File: src/rtl/blastn_pkg.sv
// Shared definitions for the seed-alignment scheduler: FSM states,
// default hit threshold and nucleotide / padding codes.
package blastn_pkg;

   typedef enum logic [2:0] {
      ST_IDLE   = 3'd0,
      ST_CLEAR  = 3'd1,
      ST_LOAD   = 3'd2,
      ST_STREAM = 3'd3,
      ST_DRAIN  = 3'd4,
      ST_FLUSH  = 3'd5
   } state_e;

   localparam logic [1:0] THRESH_DEF = 2'b10;

   localparam logic [1:0] NT_A = 2'b00;
   localparam logic [1:0] NT_C = 2'b01;
   localparam logic [1:0] NT_G = 2'b10;
   localparam logic [1:0] NT_T = 2'b11;

   localparam logic [1:0] PAD_CHAR = NT_A;

endpackage

File: src/rtl/hit_fifo2.sv
// Two-entry hit FIFO with valid/ready pop side; a push while full is
// accepted only when a pop happens in the same cycle.
module hit_fifo2 #(
   parameter int unsigned W = 16
) (
   input  logic         clk,
   input  logic         rst_n,
   input  logic         push_valid,
   input  logic [W-1:0] push_data,
   output logic         hit_valid,
   input  logic         hit_ready,
   output logic [W-1:0] hit_pos,
   output logic [1:0]   count
);

   logic [W-1:0] head_q, head_d;
   logic [W-1:0] tail_q, tail_d;
   logic [1:0]   cnt_q, cnt_d;
   logic         pop, push;

   assign pop  = (cnt_q != 2'd0) && hit_ready;
   assign push = push_valid && ((cnt_q != 2'd2) || pop);

   always_comb begin
      head_d = head_q;
      tail_d = tail_q;
      cnt_d  = cnt_q;
      case ({push, pop})
         2'b10: begin
            if (cnt_q == 2'd0) head_d = push_data;
            else               tail_d = push_data;
            cnt_d = cnt_q + 2'd1;
         end
         2'b01: begin
            head_d = tail_q;
            cnt_d  = cnt_q - 2'd1;
         end
         2'b11: begin
            // Occupancy unchanged: the new entry lands behind whatever remains.
            if (cnt_q == 2'd1) begin
               head_d = push_data;
            end else begin
               head_d = tail_q;
               tail_d = push_data;
            end
         end
         default: ;
      endcase
   end

   always_ff @(posedge clk or negedge rst_n) begin
      if (!rst_n) begin
         head_q <= '0;
         tail_q <= '0;
         cnt_q  <= '0;
      end else begin
         head_q <= head_d;
         tail_q <= tail_d;
         cnt_q  <= cnt_d;
      end
   end

   assign hit_valid = (cnt_q != 2'd0);
   assign hit_pos   = head_q;
   assign count     = cnt_q;

endmodule

File: src/rtl/align_scheduler.sv
// Control scheduler for a systolic seed-alignment array: loads the query,
// streams database chars, drains with padding and queues scored hits.
// Optional HIT_COUNT_EN adds a saturating hit_count output.
module align_scheduler
   import blastn_pkg::*;
#(
   parameter int unsigned QLEN   = 8,
   parameter int unsigned POS_W  = 16,
   parameter logic [1:0]  THRESH = THRESH_DEF
) (
   input  logic                    clk,
   input  logic                    rst_n,
   input  logic                    start,
   input  logic                    q_valid,
   output logic                    q_ready,
   input  logic [1:0]              q_data,
   input  logic                    d_valid,
   output logic                    d_ready,
   input  logic [1:0]              d_data,
   input  logic                    d_last,
   output logic                    arr_clear,
   output logic                    arr_qload,
   output logic [$clog2(QLEN)-1:0] arr_qidx,
   output logic [1:0]              arr_qchar,
   output logic                    arr_shift,
   output logic [1:0]              arr_dchar,
   output logic                    arr_pad,
   input  logic [1:0]              arr_score,
   output logic                    hit_valid,
   input  logic                    hit_ready,
   output logic [POS_W-1:0]        hit_pos,
   output logic                    busy,
   output logic                    done
`ifdef HIT_COUNT_EN
   ,
   output logic [POS_W-1:0]        hit_count
`endif
);

   localparam int unsigned        QIDX_W    = $clog2(QLEN);
   localparam logic [QIDX_W-1:0]  QIDX_LAST = QIDX_W'(QLEN - 1);
   localparam logic [QIDX_W-1:0]  QIDX_ONE  = QIDX_W'(1);

   state_e             state_q, state_d;
   logic [QIDX_W-1:0]  qidx_q, qidx_d;
   logic [QIDX_W-1:0]  drain_q, drain_d;
   logic [POS_W-1:0]   pos_q, pos_d;
   logic [POS_W-1:0]   infl_pos_q, infl_pos_d;
   logic               infl_q, infl_d;
   logic               shift;
   logic               shift_ok;
   logic               push_valid;
   logic [1:0]         fifo_cnt;

   // Back-pressure counts the shift whose score is still in flight.
   assign shift_ok   = ({1'b0, fifo_cnt} + {2'b00, infl_q}) < 3'd2;
   assign push_valid = infl_q && (arr_score >= THRESH);

   always_comb begin
      state_d    = state_q;
      qidx_d     = qidx_q;
      drain_d    = drain_q;
      pos_d      = pos_q;
      infl_pos_d = infl_pos_q;
      shift      = 1'b0;
      q_ready    = 1'b0;
      d_ready    = 1'b0;
      arr_clear  = 1'b0;
      arr_qload  = 1'b0;
      arr_qidx   = '0;
      arr_qchar  = '0;
      arr_dchar  = '0;
      arr_pad    = 1'b0;
      done       = 1'b0;

      case (state_q)
         ST_IDLE: begin
            if (start) state_d = ST_CLEAR;
         end
         ST_CLEAR: begin
            arr_clear = 1'b1;
            qidx_d    = '0;
            pos_d     = '0;
            state_d   = ST_LOAD;
         end
         ST_LOAD: begin
            q_ready = 1'b1;
            if (q_valid) begin
               arr_qload = 1'b1;
               arr_qidx  = qidx_q;
               arr_qchar = q_data;
               if (qidx_q == QIDX_LAST) begin
                  qidx_d  = '0;
                  state_d = ST_STREAM;
               end else begin
                  qidx_d = qidx_q + 1'b1;
               end
            end
         end
         ST_STREAM: begin
            d_ready   = shift_ok;
            shift     = d_valid && shift_ok;
            arr_dchar = d_data;
            if (shift && d_last) begin
               drain_d = QIDX_LAST;
               state_d = ST_DRAIN;
            end
         end
         ST_DRAIN: begin
            shift     = shift_ok;
            arr_dchar = PAD_CHAR;
            arr_pad   = 1'b1;
            if (shift) begin
               drain_d = drain_q - 1'b1;
               if (drain_q == QIDX_ONE) state_d = ST_FLUSH;
            end
         end
         ST_FLUSH: begin
            if (!infl_q && (fifo_cnt == 2'd0)) begin
               done    = 1'b1;
               state_d = ST_IDLE;
            end
         end
         default: state_d = ST_IDLE;
      endcase

      if (shift) begin
         infl_pos_d = pos_q;
         pos_d      = pos_q + 1'b1;
      end
      infl_d = shift;
   end

   always_ff @(posedge clk or negedge rst_n) begin
      if (!rst_n) begin
         state_q    <= ST_IDLE;
         qidx_q     <= '0;
         drain_q    <= '0;
         pos_q      <= '0;
         infl_pos_q <= '0;
         infl_q     <= 1'b0;
      end else begin
         state_q    <= state_d;
         qidx_q     <= qidx_d;
         drain_q    <= drain_d;
         pos_q      <= pos_d;
         infl_pos_q <= infl_pos_d;
         infl_q     <= infl_d;
      end
   end

   assign arr_shift = shift;
   assign busy      = (state_q != ST_IDLE);

   hit_fifo2 #(
      .W (POS_W)
   ) u_hit_fifo (
      .clk        (clk),
      .rst_n      (rst_n),
      .push_valid (push_valid),
      .push_data  (infl_pos_q),
      .hit_valid  (hit_valid),
      .hit_ready  (hit_ready),
      .hit_pos    (hit_pos),
      .count      (fifo_cnt)
   );

`ifdef HIT_COUNT_EN
   logic [POS_W-1:0] hit_count_q, hit_count_d;

   always_comb begin
      hit_count_d = hit_count_q;
      if (state_q == ST_CLEAR)
         hit_count_d = '0;
      else if (push_valid && (hit_count_q != '1))
         hit_count_d = hit_count_q + 1'b1;
   end

   always_ff @(posedge clk or negedge rst_n) begin
      if (!rst_n) hit_count_q <= '0;
      else        hit_count_q <= hit_count_d;
   end

   assign hit_count = hit_count_q;
`endif

endmodule

File: config.mk
export PLATFORM = sky130hd
export DESIGN_NAME = align_scheduler
export DESIGN_NICKNAME = d
export VERILOG_FILES = /design/src/rtl/blastn_pkg.sv /design/src/rtl/hit_fifo2.sv /design/src/rtl/align_scheduler.sv
export SDC_FILE = /design/constraint.sdc
export NUM_CORES = 1
export LEC_CHECK = 0
export BUFFER_PORTS_ARGS = -buffer_cell sky130_fd_sc_hd__clkbuf_2
export CAP_MARGIN = 5
export CORE_MARGIN = 5
export CORE_UTILIZATION = 55
export DETAILED_ROUTE_END_ITERATION = 6
export PLACE_DENSITY = 0.76
export SETUP_SLACK_MARGIN = 0.05
export SLEW_MARGIN = 5
export SYNTH_ARGS = -nofsm -noshare
export SYNTH_HDL_FRONTEND = slang
export SYNTH_SLANG_ARGS = --single-unit
File: constraint.sdc
create_clock -name clk -period 2.3 [get_ports clk]
set_input_delay 0.23 -clock clk [delete_from_list [all_inputs] [get_ports clk]]
set_output_delay 0.23 -clock clk [all_outputs]
set_load 0.03 [all_outputs]
Word level (Yosys, flattened, before mapping)

Cells that the tools add are included.

Add/subtract/negate cells: 6
$lt $le $gt $ge: 2
Equal/unequal tests: 22
Mux-type cells: 37
Reduce and logical (&&, ||, !) cells: 23

Operators by type and width:

| cell                                           | number |
|---|---|
| 2-to-1 mux 16 bit                              | 6 |
| case mux 16 bit (3 select lines)               | 1 |
| 2-to-1 mux 3 bit                               | 13 |
| case mux 16 bit (2 select lines)               | 1 |
| != test 2 bit (second input constant)          | 11 |
| case mux 3 bit (6 select lines)                | 1 |
| adder 16 x 1 -> 16 bit (second input constant) | 1 |
| case mux 3 bit (2 select lines)                | 2 |
| nonzero test 2 bit                             | 6 |
| == test 3 bit (second input constant)          | 3 |
| 2-to-1 mux 1 bit                               | 8 |
| AND reduction 7 bit                            | 1 |
| == test 3 x 1 -> 1 bit (second input constant) | 2 |
| == test 3 x 2 -> 1 bit (second input constant) | 2 |
| logical AND 1 bit                              | 6 |
| 2-to-1 mux 2 bit                               | 3 |
| AND reduction 3 bit                            | 2 |
| nonzero test 3 bit                             | 2 |
| == test 2 x 1 -> 1 bit (second input constant) | 2 |
| == test 2 bit (second input constant)          | 2 |
| case mux 2 bit (2 select lines)                | 1 |
| AND reduction 2 bit                            | 2 |
| adder 2 x 1 -> 3 bit                           | 1 |
| adder 3 x 1 -> 3 bit (second input constant)   | 1 |
| other kinds (10)                               | 10 |

Register bits: 76
Input bits: 13
Output and inout port bits: 32
Logic and storage cells: 99

Longest topological paths before layout

Depth in word-level cells: 7
Mapped depth: 8
Gate-level depth less buffers: 6

Modules after synthesis

A second synthesis with hierarchy kept.

Cell total of the unflattened synthesis: 386
Area, all modules: 3,822.4 µm²

By module, submodules not included:

| module          | instances | cells each | area each (µm²) | sequential area each (µm²) |
|---|---|---|---|---|
| align_scheduler | 1         | 238        | 2,175.8         | 1,051.0 |
| hit_fifo2       | 1         | 148        | 1,646.6         | 850.8 |

Worst setup path after synthesis

OpenSTA, ideal clock, no wires.

Path kind: register to register
Start point: register u_hit_fifo.cnt_q[0], in the netlist u_hit_fifo.count[0]
End point: register u_hit_fifo.tail_q[10]
Setup time: 0.125 ns
Arrival: 1.856 ns
Data required time: 2.175 ns
Path slack: 0.319 ns
Cell stages (with the launch flop): 8
Path buffers: 1
Clock period less this slack: 1.981 ns
Path through: dfrtp_1 inv_1 ha_1 inv_1 nor2_1 a2111oi_4 buf_4 mux2_2

Longest elaborated chain between the ends: 7
Elaborated cells between the ends (all ways): 14
Those cells by class: 6 x eq/ne; 1 x mux; 7 x reduce/logical

Ends and longest elaborated chain:

| item                                                                 | line            | RTL |
|---|---|---|
| start: declaration                                                   | hit_fifo2.sv:18 | `logic [1:0] cnt_q, cnt_d;` |
| start signal: assignment                                             | hit_fifo2.sv:59 | `cnt_q <= cnt_d;` |
| nonzero test 2 bit                                                   | hit_fifo2.sv:21 | `assign pop = (cnt_q != 2'd0) && hit_ready;` |
| logical AND 1 bit                                                    | hit_fifo2.sv:21 |  |
| logical OR 1 bit                                                     | hit_fifo2.sv:22 | `assign push = push_valid && ((cnt_q != 2'd2) \|\| pop);` |
| logical AND 1 bit                                                    | hit_fifo2.sv:22 |  |
| == test 2 bit                                                        | hit_fifo2.sv:28 | `case ({push, pop})` |
| != test 2 bit (no source line) or nonzero test 2 bit (tied branches) | --              |  |
| AND reduction 3 bit (no source line)                                 | --              |  |
| end signal: assignment                                               | hit_fifo2.sv:58 | `tail_q <= tail_d;` |
| end: declaration                                                     | hit_fifo2.sv:17 | `logic [W-1:0] tail_q, tail_d;` |

Parallel ways exist; a longest one is shown, timed or not.
A chain may end at the register's enable or synchronous reset.

Worst setup path in the final report

Start point: register state_q[0]
End point: output port arr_shift

Longest elaborated chain between the ends: 2
Elaborated cells between the ends (all ways): 3
Those cells by class: 2 x eq/ne; 1 x mux

Ends and longest elaborated chain:

| item                                                    | line                   | RTL |
|---|---|---|
| start: declaration                                      | align_scheduler.sv:44  | `state_e state_q, state_d;` |
| start signal: assignment                                | align_scheduler.sv:143 | `state_q <= state_d;` |
| == test 3 bit or == test 3 x 2 -> 1 bit (tied branches) | align_scheduler.sv:76  | `case (state_q)` |
| case mux 1 bit (2 select lines) (*)                     | align_scheduler.sv:76  |  |
| end: declaration                                        | align_scheduler.sv:25  | `output logic arr_shift,` |

Mark *: on every way between the ends. The rest lies on a longest branch, timed or not.

==> reports/qor.yml <==
placement:
  gp_congestion: 0.839
  portBuffers: 43
  dp_hpwl_mm: 5.00
  post-place-ws_ns: 0.278
synth:
  synth_top_area_cell: "dfrtp_1"
  synth_top_cell_area_share_pct: 50.0
  ys_seq_area_share_pct: 50.0
  syn_area_mm2: 0.00380
  synthArstFlopShare_pct: 100
  ys_warn_count: 0
  synth.avg_cell_area_um2: 11.5
  synthTopCellsByArea: "dfrtp_1 (50%), mux2_2 (7.1%), mux2i_1 (6.1%)"
  syn_inst: 331
  synth_edf_count: 0
  ys_ff_latch: 76
  ys.flop_type: "dfrtp_1"
  netlist-cell-type-count: 53
  syn-num-nets: 352
cts:
  path_clk_slew_ns: 0.09
  cts_num_sinks: 76
  cts-root-buf: "clkbuf_8"
  cts_inserted_buffers: 9
  htreeDepth: 3
  clock_path_buffers: 2
  cts_tree: "done"
  cts_hold_buf: 0
  clk_latency_ns: 0.34
global_routing:
  grt_pass1_wl_mm: 12.6
  grt_pass1_vias: 2640
  grt_util_all_layers_pct: 18.1
  antenna_found_initial: 0
  grt_max_degree: 77
  grt_remaining_overflow: 0
job:
  cap_violations: 0
power_and_ir_drop:
  p_per_area_mw_per_mm2: 1220
  vdd.ir_drop.worst_mv: 0.840
  p_comb_share_pct: 41.5
  p_leak_uw: 0.00212
  switchingPower_uw: 2220
  p_clk_share_pct: 20.1
  seqPwrFrac_pct: 38.3
  p_int_uw: 3040
  switching_share_pct: 42.2
  p_total_uw: 5250
detailed_routing:
  wl_mm: 7.26
  remaining_drc_errors: 0
  routedWlPerCell_um: 15.7
  vias: 2679
  ant_nets: 0
  drtPass1Iterations: 4
  via_per_inst: 5.79
  drtIter0Drc: 122
sta:
  max_freq_ghz: 0.476
  post-route-period-util_pct: 91.3
  rsz0062_at_grt: "no"
  layout_min_cycle_time_ns: 2.10
  tightest_slew_ns: 0.909
  hold_viol_final: 0
  setup_tns_ns: 0
  slew_viol_final: 0
  worst_slack_ns: 0.199
  slew_headroom_pct: 39.4
  setup_viol: 0
  fin_skew_ns: 0.00681
setup_path:
  crit_buf_inv: 2
  rrSetupSlack_ns: 0.28
  cp.required_ns: 2.07
  worstSetupStartpointType: "flip-flop"
  cp_top_family: "simple AND/OR/NAND/NOR gates"
  worstPathArrival_ns: 1.87
  worstSetupEndpointType: "output port"
  slowest_delay_ns: 0.49
  path_cells: "or3b_4 -> clkinv_4 -> o21ai_4 -> nor2_8 -> clkbuf_2"
  critPathKind: "flip-flop to output port"
  crit_fanout: 10
  cpMaxStageDelayCell: "dfrtp_1"
floorplan:
  io_pins: 45
  fp.dieH_um: 93.2
  rows: 30
  dieArea_mm2: 0.00868
  start_util_pct: 56.3
  coreArea_mm2: 0.00676
  die_x_um: 93.2
worst_hold_path:
  hp-class: "primary input to async pin"
cells_and_area:
  n_antenna_cell: 0
  syn2layout_area_growth_pct: 13.0
  drive_above_1_share_pct: 29.0
  fin_nets: 399
status:
  status: "complete, no violations"
-- synth_stat cells (6+ instances only) --
master and instances:
a21oi_1 23, and2_1 6, and3_1 6, clkbuf_1 6
dfrtp_1 76, ha_1 8, inv_1 9, mux2_1 12
mux2_2 24, mux2i_1 23, nand2_1 27, nand3_1 8
nand4_1 6, nor2_1 22
-- sequential cells by signal, summed over array words and instances (netlist names) --
name	flops
infl_pos_q	16
infl_q	1
u_hit_fifo.tail_q	16
u_hit_fifo.hit_pos	16
u_hit_fifo.count	2
drain_q	3
state_q	3
qidx_q	3
pos_q	16
-- metal layers --
layer  track usage, %  vias up  wire (um)
li1                 -     1296          -
met3             3.70        9        295
met5                0        -          0
met1             24.0     1313       3480
met2             29.7       61       3380
met4             6.11        0        106
-- final timing paths --
kind | start | depth (start not counted) | endpoint
setup / recovery | state_q[0] | 5 | arr_shift
min in group clk | q_valid | 3 | qidx_q[0]
max in group asynchronous | rst_n | 1 | state_q[2]
setup reg to reg | state_q[0] | 6 | pos_q[15]
hold reg to reg | pos_q[15] | 1 | pos_q[15]
hold / removal | rst_n | 1 | u_hit_fifo.hit_pos[10]
-- kinds of logic after synthesis --
| group | count (synthesis) | synth area share (%) |
|---|---|---|
| buffers and inverters | 26 | 3.95 |
| and+or+nand+nor | 112 | 17.3 |
| adders and majority gates | 8 | 2.63 |
| DFF | 76 | 50.0 |
| AOI/OAI and AO/OA | 49 | 9.18 |
| muxes | 59 | 16.7 |
| xor gates and xnor gates | 1 | 0.230 |
-- repair_timing --
action,CTS,global route
buffers inserted,1,0
setup endpoints to repair,1,1
gates cloned,1,0
pin swaps,1,0
gates resized for setup,1,1
-- power by group through the flow --
| stage | sequential [uW] | combinational [uW] | clock, uW |
|---|---|---|---|
| 4_1_cts | 2010 | 2190 | 1080 |
| 2_1_floorplan | 2210 | 1460 | 0 |
| 5_1_grt | 2080 | 2370 | 1140 |
| 3_5_place_dp | 2040 | 2160 | 0 |
| 6_report | 2010 | 2180 | 1060 |
| 3_3_place_gp | 2000 | 2110 | 0 |
-- area by class of cell --
class,instances,area (um2)
Multi-Input combinational cell,230,1770
Inverter,10,42.5
Timing Repair Buffer,51,278
Fill cell,536,2460
Clock inverter,7,82.6
Tap cell,80,100
Clock buffer,9,124
Sequential cell,76,1900
-- cell usage in the layout (no fill, tap or decap), types with 3 or more instances in the layout --
cell	Yosys	routed
inv_1	9	9
nand4_1	6	6
a221o_1	5	5
clkbuf_8	0	9
and4_1	4	4
dfrtp_1	76	75
nor2_1	22	22
and2_1	6	6
and3_1	6	6
ha_1	8	8
nand2b_1	3	3
nor3_1	5	5
o21ai_0	5	5
clkbuf_2	0	42
mux2_1	12	12
nor4_2	5	5
a21oi_1	23	23
nand3_1	8	8
nand3b_1	3	3
buf_4	2	9
mux2_2	24	24
nand2_1	27	27
mux2i_1	23	23
-- through the flow --
step                utilization, %  area, um2  hold WS, ns  std cells
floorplan                        -       3800      -0.0656        331
global route                  63.6       4300        0.107        463
finish                        63.6       4300       0.0217        463
global placement              60.2       4070        0.425        445
CTS                           63.6       4290       0.0476        463
detailed placement            60.2       4070        0.434        445
Power figures use the tool's default switching activity.
